### src/rtl/counter_pkg.sv
`default_nettype none
// ----------------------------------------------------------------------------
// counter_pkg : shared states, display constants and anode helper. Rev 1.0
// ----------------------------------------------------------------------------
package counter_pkg;

    typedef enum logic [1:0] {
        ST_IDLE  = 2'd0,
        ST_RUN   = 2'd1,
        ST_PAUSE = 2'd2
    } state_t;

    localparam int         NUM_DIGITS = 4;
    localparam logic [3:0] AN_OFF     = 4'b1111;

    // A digit is blanked when it and every more-significant nibble are zero;
    // digit 0 always stays lit so a zero value still shows "0".
    function automatic logic [3:0] anode_pattern(input logic [1:0]  idx,
                                                 input logic [15:0] value,
                                                 input logic        blank_en);
        logic upper_zero;
        upper_zero = 1'b1;
        for (int i = 0; i < NUM_DIGITS; i++) begin
            if (i >= int'(idx) && value[4*i +: 4] != 4'h0)
                upper_zero = 1'b0;
        end
        if (blank_en && idx != 2'd0 && upper_zero)
            return AN_OFF;
        return ~(4'b0001 << idx);
    endfunction

endpackage
`default_nettype wire

### src/rtl/counter_run_ctrl_if.sv
`default_nettype none
// ----------------------------------------------------------------------------
// counter_run_ctrl_if : buttons, counter value and display bus. Rev 1.0
// ----------------------------------------------------------------------------
interface counter_run_ctrl_if;

    logic        btn_start_stop;
    logic        btn_clear;
    logic [15:0] count_in;
    logic        count_en;
    logic        count_clr;
    logic        running;
    logic [3:0]  digit_val;
    logic [3:0]  an_n;

    modport master (
        output btn_start_stop, btn_clear, count_in,
        input  count_en, count_clr, running, digit_val, an_n
    );

    modport slave (
        input  btn_start_stop, btn_clear, count_in,
        output count_en, count_clr, running, digit_val, an_n
    );

endinterface
`default_nettype wire

### src/rtl/btn_debounce.sv
`default_nettype none
// ----------------------------------------------------------------------------
// btn_debounce : 2-flop sync, stable-count debounce, rising-edge press. Rev 1.0
// ----------------------------------------------------------------------------
module btn_debounce #(
    parameter int DEBOUNCE_CYCLES = 16
) (
    input  wire logic clk,
    input  wire logic rst,
    input  wire logic raw,
    output logic      level,
    output logic      press
);

    localparam int CW = $clog2(DEBOUNCE_CYCLES);

    logic          sync1_q, sync2_q;
    logic          level_q, level_d;
    logic          level_prev_q;
    logic          press_q;
    logic [CW-1:0] cnt_q, cnt_d;

    // Any sample that agrees with the accepted level restarts the count.
    always_comb begin
        level_d = level_q;
        cnt_d   = '0;
        if (sync2_q != level_q) begin
            if (cnt_q == CW'(DEBOUNCE_CYCLES - 1))
                level_d = ~level_q;
            else
                cnt_d = cnt_q + 1'b1;
        end
    end

    always_ff @(posedge clk) begin
        if (rst) begin
            sync1_q      <= 1'b0;
            sync2_q      <= 1'b0;
            level_q      <= 1'b0;
            level_prev_q <= 1'b0;
            press_q      <= 1'b0;
            cnt_q        <= '0;
        end else begin
            sync1_q      <= raw;
            sync2_q      <= sync1_q;
            level_q      <= level_d;
            level_prev_q <= level_q;
            press_q      <= level_q & ~level_prev_q;
            cnt_q        <= cnt_d;
        end
    end

    assign level = level_q;
    assign press = press_q;

endmodule
`default_nettype wire

### src/rtl/counter_run_ctrl.sv
`default_nettype none
// ----------------------------------------------------------------------------
// counter_run_ctrl : run/pause FSM for the up-counter plus 4-digit scan. Rev 1.0
// ----------------------------------------------------------------------------
module counter_run_ctrl
    import counter_pkg::*;
#(
    parameter int DEBOUNCE_CYCLES = 16,
    parameter int TICK_DIV        = 1000,
    parameter int SCAN_DIV        = 1024,
    parameter int LZ_BLANK        = 1
) (
    input  wire logic          clk,
    input  wire logic          rst,
    counter_run_ctrl_if.slave  bus
);

    localparam int TW = $clog2(TICK_DIV);
    localparam int SW = $clog2(SCAN_DIV);

    logic ss_press, clr_press;
    logic ss_level_unused, clr_level_unused;

    btn_debounce #(.DEBOUNCE_CYCLES(DEBOUNCE_CYCLES)) u_db_ss (
        .clk   (clk),
        .rst   (rst),
        .raw   (bus.btn_start_stop),
        .level (ss_level_unused),
        .press (ss_press)
    );

    btn_debounce #(.DEBOUNCE_CYCLES(DEBOUNCE_CYCLES)) u_db_clr (
        .clk   (clk),
        .rst   (rst),
        .raw   (bus.btn_clear),
        .level (clr_level_unused),
        .press (clr_press)
    );

    state_t        state_q, state_d;
    logic [TW-1:0] presc_q, presc_d;
    logic          count_en_q, count_en_d;
    logic          count_clr_q, count_clr_d;
    logic          running_q;

    always_comb begin
        state_d     = state_q;
        presc_d     = presc_q;
        count_en_d  = 1'b0;
        count_clr_d = 1'b0;

        // Clear has priority and swallows a coincident start/stop press.
        if (clr_press) begin
            state_d     = ST_IDLE;
            count_clr_d = 1'b1;
        end else if (ss_press) begin
            unique case (state_q)
                ST_IDLE:  state_d = ST_RUN;
                ST_RUN:   state_d = ST_PAUSE;
                ST_PAUSE: state_d = ST_RUN;
                default:  state_d = ST_IDLE;
            endcase
        end

        if (state_d == ST_RUN) begin
            if (state_q != ST_RUN) begin
                presc_d = '0;
            end else if (presc_q == TW'(TICK_DIV - 1)) begin
                presc_d    = '0;
                count_en_d = 1'b1;
            end else begin
                presc_d = presc_q + 1'b1;
            end
        end
    end

    always_ff @(posedge clk) begin
        if (rst) begin
            state_q     <= ST_IDLE;
            presc_q     <= '0;
            count_en_q  <= 1'b0;
            count_clr_q <= 1'b0;
            running_q   <= 1'b0;
        end else begin
            state_q     <= state_d;
            presc_q     <= presc_d;
            count_en_q  <= count_en_d;
            count_clr_q <= count_clr_d;
            running_q   <= (state_d == ST_RUN);
        end
    end

    logic [SW-1:0] scan_q, scan_d;
    logic [1:0]    digit_idx_q, digit_idx_d;
    logic [3:0]    digit_val_q, digit_val_d;
    logic [3:0]    an_n_q, an_n_d;

    // Outputs are built from the next digit index so they line up with it.
    always_comb begin
        scan_d      = scan_q + 1'b1;
        digit_idx_d = digit_idx_q;
        if (scan_q == SW'(SCAN_DIV - 1)) begin
            scan_d      = '0;
            digit_idx_d = digit_idx_q + 2'd1;
        end
        digit_val_d = bus.count_in[{digit_idx_d, 2'b00} +: 4];
        an_n_d      = anode_pattern(digit_idx_d, bus.count_in, LZ_BLANK != 0);
    end

    always_ff @(posedge clk) begin
        if (rst) begin
            scan_q      <= '0;
            digit_idx_q <= 2'd0;
            digit_val_q <= 4'h0;
            an_n_q      <= 4'b1110;
        end else begin
            scan_q      <= scan_d;
            digit_idx_q <= digit_idx_d;
            digit_val_q <= digit_val_d;
            an_n_q      <= an_n_d;
        end
    end

    assign bus.count_en  = count_en_q;
    assign bus.count_clr = count_clr_q;
    assign bus.running   = running_q;
    assign bus.digit_val = digit_val_q;
    assign bus.an_n      = an_n_q;

endmodule
`default_nettype wire

### src/flat_wrapper.sv
// flat-port wrapper written by rule: the top's interface ports become plain ports
module counter_run_ctrl_flat import counter_pkg::*;
#(
    parameter int DEBOUNCE_CYCLES = 16,
    parameter int TICK_DIV        = 1000,
    parameter int SCAN_DIV        = 1024,
    parameter int LZ_BLANK        = 1
)
  (clk, rst, bus_btn_start_stop, bus_btn_clear, bus_count_in, bus_count_en, bus_count_clr, bus_running, bus_digit_val, bus_an_n);
  counter_run_ctrl_if bus_i ();
  input  wire logic clk;
  input  wire logic rst;
  input wire logic [$bits(bus_i.btn_start_stop)-1:0] bus_btn_start_stop;
  input wire logic [$bits(bus_i.btn_clear)-1:0] bus_btn_clear;
  input wire logic [$bits(bus_i.count_in)-1:0] bus_count_in;
  output wire logic [$bits(bus_i.count_en)-1:0] bus_count_en;
  output wire logic [$bits(bus_i.count_clr)-1:0] bus_count_clr;
  output wire logic [$bits(bus_i.running)-1:0] bus_running;
  output wire logic [$bits(bus_i.digit_val)-1:0] bus_digit_val;
  output wire logic [$bits(bus_i.an_n)-1:0] bus_an_n;
  assign bus_i.btn_start_stop = bus_btn_start_stop;
  assign bus_i.btn_clear = bus_btn_clear;
  assign bus_i.count_in = bus_count_in;
  assign bus_count_en = bus_i.count_en;
  assign bus_count_clr = bus_i.count_clr;
  assign bus_running = bus_i.running;
  assign bus_digit_val = bus_i.digit_val;
  assign bus_an_n = bus_i.an_n;
  counter_run_ctrl #(.DEBOUNCE_CYCLES(DEBOUNCE_CYCLES), .TICK_DIV(TICK_DIV), .SCAN_DIV(SCAN_DIV), .LZ_BLANK(LZ_BLANK)) u_core (.clk(clk), .rst(rst), .bus(bus_i));
endmodule
### config.mk
export PLATFORM = sky130hd
export DESIGN_NAME = counter_run_ctrl_flat
export DESIGN_NICKNAME = d
export VERILOG_FILES = /design/src/rtl/counter_pkg.sv /design/src/rtl/counter_run_ctrl_if.sv /design/src/rtl/btn_debounce.sv /design/src/rtl/counter_run_ctrl.sv /design/src/flat_wrapper.sv
export SDC_FILE = /design/constraint.sdc
export NUM_CORES = 1
export LEC_CHECK = 0
export BUFFER_PORTS_ARGS = -buffer_cell sky130_fd_sc_hd__buf_2
export CORE_MARGIN = 1.5
export CORE_UTILIZATION = 55
export CTS_CLUSTER_SIZE = 10
export DETAILED_ROUTE_END_ITERATION = 10
export GPL_TIMING_DRIVEN = 0
export PLACE_DENSITY = 0.75
export SLEW_MARGIN = 20
export SYNTH_ARGS = -nofsm -noshare
export SYNTH_HDL_FRONTEND = slang
export SYNTH_SLANG_ARGS = --single-unit
export TNS_END_PERCENT = 5
### constraint.sdc
create_clock -name clk -period 3.45 [get_ports clk]
set_clock_uncertainty 0.15 [all_clocks]
set_input_delay 0.345 -clock clk [delete_from_list [all_inputs] [get_ports clk]]
set_output_delay 0.345 -clock clk [all_outputs]
set_load 0.02 [all_outputs]
==> results.sh <==
export IMPL_drt_iter0_drc=91
export IMPL_critPathLaunchType="flop"
export IMPL_syn_to_final_growth_pct=13.51
export IMPL_timing_fmax_ghz=0.4458
export IMPL_switchingPower_uw=233.2
export IMPL_ys_seq_elements=53
export IMPL_endpoint_kind="flop"
export IMPL_status="completed"
export IMPL_synth_distinct_cells=43
export IMPL_cts_made_buffers=5
export IMPL_n_antenna_cell=0
export IMPL_post_route_period_util_pct=65.02
export IMPL_slowest_delay_ns=0.36
export IMPL_path_class="reg -> reg"
export IMPL_async_flop_share_pct=0
export IMPL_wl_per_cell_um=13.42
export IMPL_post_place_ws_ns=1.253
export IMPL_cp_num_cells=7
export IMPL_cts_setup_buffers=0
export IMPL_ys_warn_count=0
export IMPL_instances_no_fill=341
export IMPL_synth_common_cells="53 x dfxtp_1, 22 x nor2_1, 19 x nand2_1, 15 x nand3_1"
export IMPL_grt_pass1_vias=1815
export IMPL_cp_slowest_cell="dfxtp_1"
export IMPL_crit_family="buffers and inverters"
export IMPL_yosys_top_cells_area="dfxtp_1 45%, mux2_2 4.3%, mux2i_1 4.3%"
export IMPL_leakagePower_nw=1.001
export IMPL_maxSlewViolCount=0
export IMPL_p_total_mw=1.062
export IMPL_synth_top_area_share_pct=45.11
export IMPL_num_vias=1954
export IMPL_rsz0062_at_grt="no"
export IMPL_clock_latency_ns=0.31
export IMPL_whs_ns=0.09832
export IMPL_cts_path_max_buffers=2
export IMPL_max_slew_margin_pct=43.89
export IMPL_rows=23
export IMPL_die_area_um2=4678
export IMPL_ant_nets=0
export IMPL_grt_remaining_overflow=0
export IMPL_fill_cells=337
export IMPL_worstPathArrival_ns=2.32
export IMPL_cts_sinks=53
export IMPL_path_buf_inv=2
export IMPL_start_util_pct=57.97
export IMPL_switching_share_pct=21.96
export IMPL_ctsHoldBuffers=0
export IMPL_vdd_drop_max_v=0.0002923
export IMPL_powerDensity_nw_per_um2=397.7
export IMPL_die_w_um=68.40
export IMPL_synth_flop_cell="dfxtp_1"
export IMPL_io_pins=31
export IMPL_hold_path_class="in -> reg"
export IMPL_combinationalPowerShare_pct=5.2
export IMPL_setup_viol=0
export IMPL_clock_root_buffer="clkbuf_8"
export IMPL_dp_cells=333
export IMPL_drt_pass1_iterations=4
export IMPL_critical_path_max_fanout=10
export IMPL_crit_chain="ha_1 > nand3_1 > nor3_1 > buf_2 > buf_2 > o211ai_1 > o211ai_1"
export IMPL_clk_pin_slew_ns=0.09
export IMPL_drive_above_1_share_pct=18.56
export IMPL_synth_most_common_cell="dfxtp_1"
export IMPL_drv_cap=0
export IMPL_dp_hpwl_um=3236
export IMPL_min_period_ns=2.243
export IMPL_synthCells=253
export IMPL_grt_pass1_wl_um=7783
export IMPL_io_buffer_count=30
export IMPL_worst_hold_path_num_cells=2
export IMPL_htreeDepth=2
export IMPL_drc=0
export IMPL_avgSynthCellArea_um2=9.297
export IMPL_die_h_um=68.40
export IMPL_viasPerCell=5.730
export IMPL_synth_top_area_cell="dfxtp_1"
export IMPL_setup_tns_ns=0
export IMPL_p_seq_share_pct=58.7
export IMPL_clock_power_share_pct=36.1
export IMPL_p_int_uw=828.7
export IMPL_critPathRequiredTime_ns=3.52
export IMPL_synth_area_um2=2352
export IMPL_hold_viol=0
export IMPL_synth_edf_count=0
export IMPL_nets=314
export IMPL_place_area_um2=2565
export IMPL_yosysSeqAreaShare_pct=45.11
export IMPL_core_um2=4058
export IMPL_syn_nets=277
export IMPL_grt_max_degree=17
export IMPL_track_usage_pct=21.90
export IMPL_stdcell_area_um2=2670
export IMPL_setup_ws_ns=1.207
export IMPL_antenna_found_initial=0
export IMPL_worst_pin_slew_ns=0.8352
export IMPL_cts_resized=0
export IMPL_routabilityCongestion=0.8675
export IMPL_cts_tree="done"
export IMPL_reg2reg_depth=7
export IMPL_final_util_pct=65.80
export IMPL_wl_um=4575
[worst reg2reg max path, cell delays in order, from the launching register on]
cell      delay, ns
dfxtp_1        0.36
ha_1           0.29
nand3_1        0.13
nor3_1         0.34
buf_2          0.34
buf_2          0.29
o211ai_1       0.15
o211ai_1       0.12
[kinds of logic after synthesis]
kind of cell,count (synthesis),share of synthesized area (%)
AOI/OAI and AO/OA,35,10.64
xor gates and xnor gates,17,6.330
adders and majority gates,4,2.128
buffers and inverters,13,2.181
DFF,53,45.11
muxes,19,8.564
and+or+nand+nor,112,25.05
[worst paths after layout]
| kind | start | end | slack (ns) |
|---|---|---|---|
| worst max-delay path | u_core.scan_q[0] | u_core.bus.digit_val[0] | 1.21 |
| worst min-delay path | bus_btn_start_stop | u_core.u_db_ss.sync1_q | 0.1 |
| worst max register to register | u_core.scan_q[0] | u_core.bus.digit_val[0] | 1.21 |
| worst min register to register | u_core.u_db_ss.level_prev_q | u_core.u_db_ss.press | 0.26 |
[power by group through the flow]
stage               Sequential (mW)  Clock (mW)  Combinational, mW
finish                        0.623       0.383             0.0553
global route                  0.624       0.422             0.0624
CTS                           0.623       0.393             0.0551
detailed placement            0.637           0             0.0551
global placement              0.637           0             0.0545
floorplan                     0.640           0             0.0275
[registers in the layout, indices dropped and copies added (netlist names), 2 cells and up]
signal                 count
u_core.scan_q             10
u_core.presc_q            10
u_core.state_q             2
u_core.bus.digit_val       4
u_core.u_db_clr.cnt_q      4
u_core.bus.an_n            4
u_core.digit_idx_q         2
u_core.u_db_ss.cnt_q       4
[metal layers]
metal / GRT usage [%] / up-vias / wire length, um
met5: 0 / - / 0
met4: 8.750 / 0 / 68
met3: 4.934 / 11 / 237
met2: 36.06 / 63 / 2165
met1: 27.55 / 895 / 2103
li1: - / 985 / -
[placed cells by master, fill, tap and decap left out, drive strengths merged, types with 3 or more instances in the layout]
cell / count
a21oi: 11
and2: 3
and3: 4
buf: 34
clkbuf: 12
dfxtp: 53
ha: 4
inv: 5
mux2: 9
mux2i: 10
nand2: 19
nand3: 15
nand4: 10
nor2: 22
nor2b: 11
nor3: 11
o211ai: 8
or4: 4
xnor2: 7
xor2: 10
[layout make-up]
type	count	area, um2	share of cell area, %
well taps	50	62.56	2.343
repair buffers	30	150.1	5.623
flip-flops and latches	53	1061	39.74
inverters	4	15.01	0.5623
clock buffers	7	96.34	3.608
plain buffers	9	36.28	1.359
clock inverters	1	8.758	0.3280
multi-input cells	187	1240	46.44
Note: power is estimated with default switching activity, not from simulation.
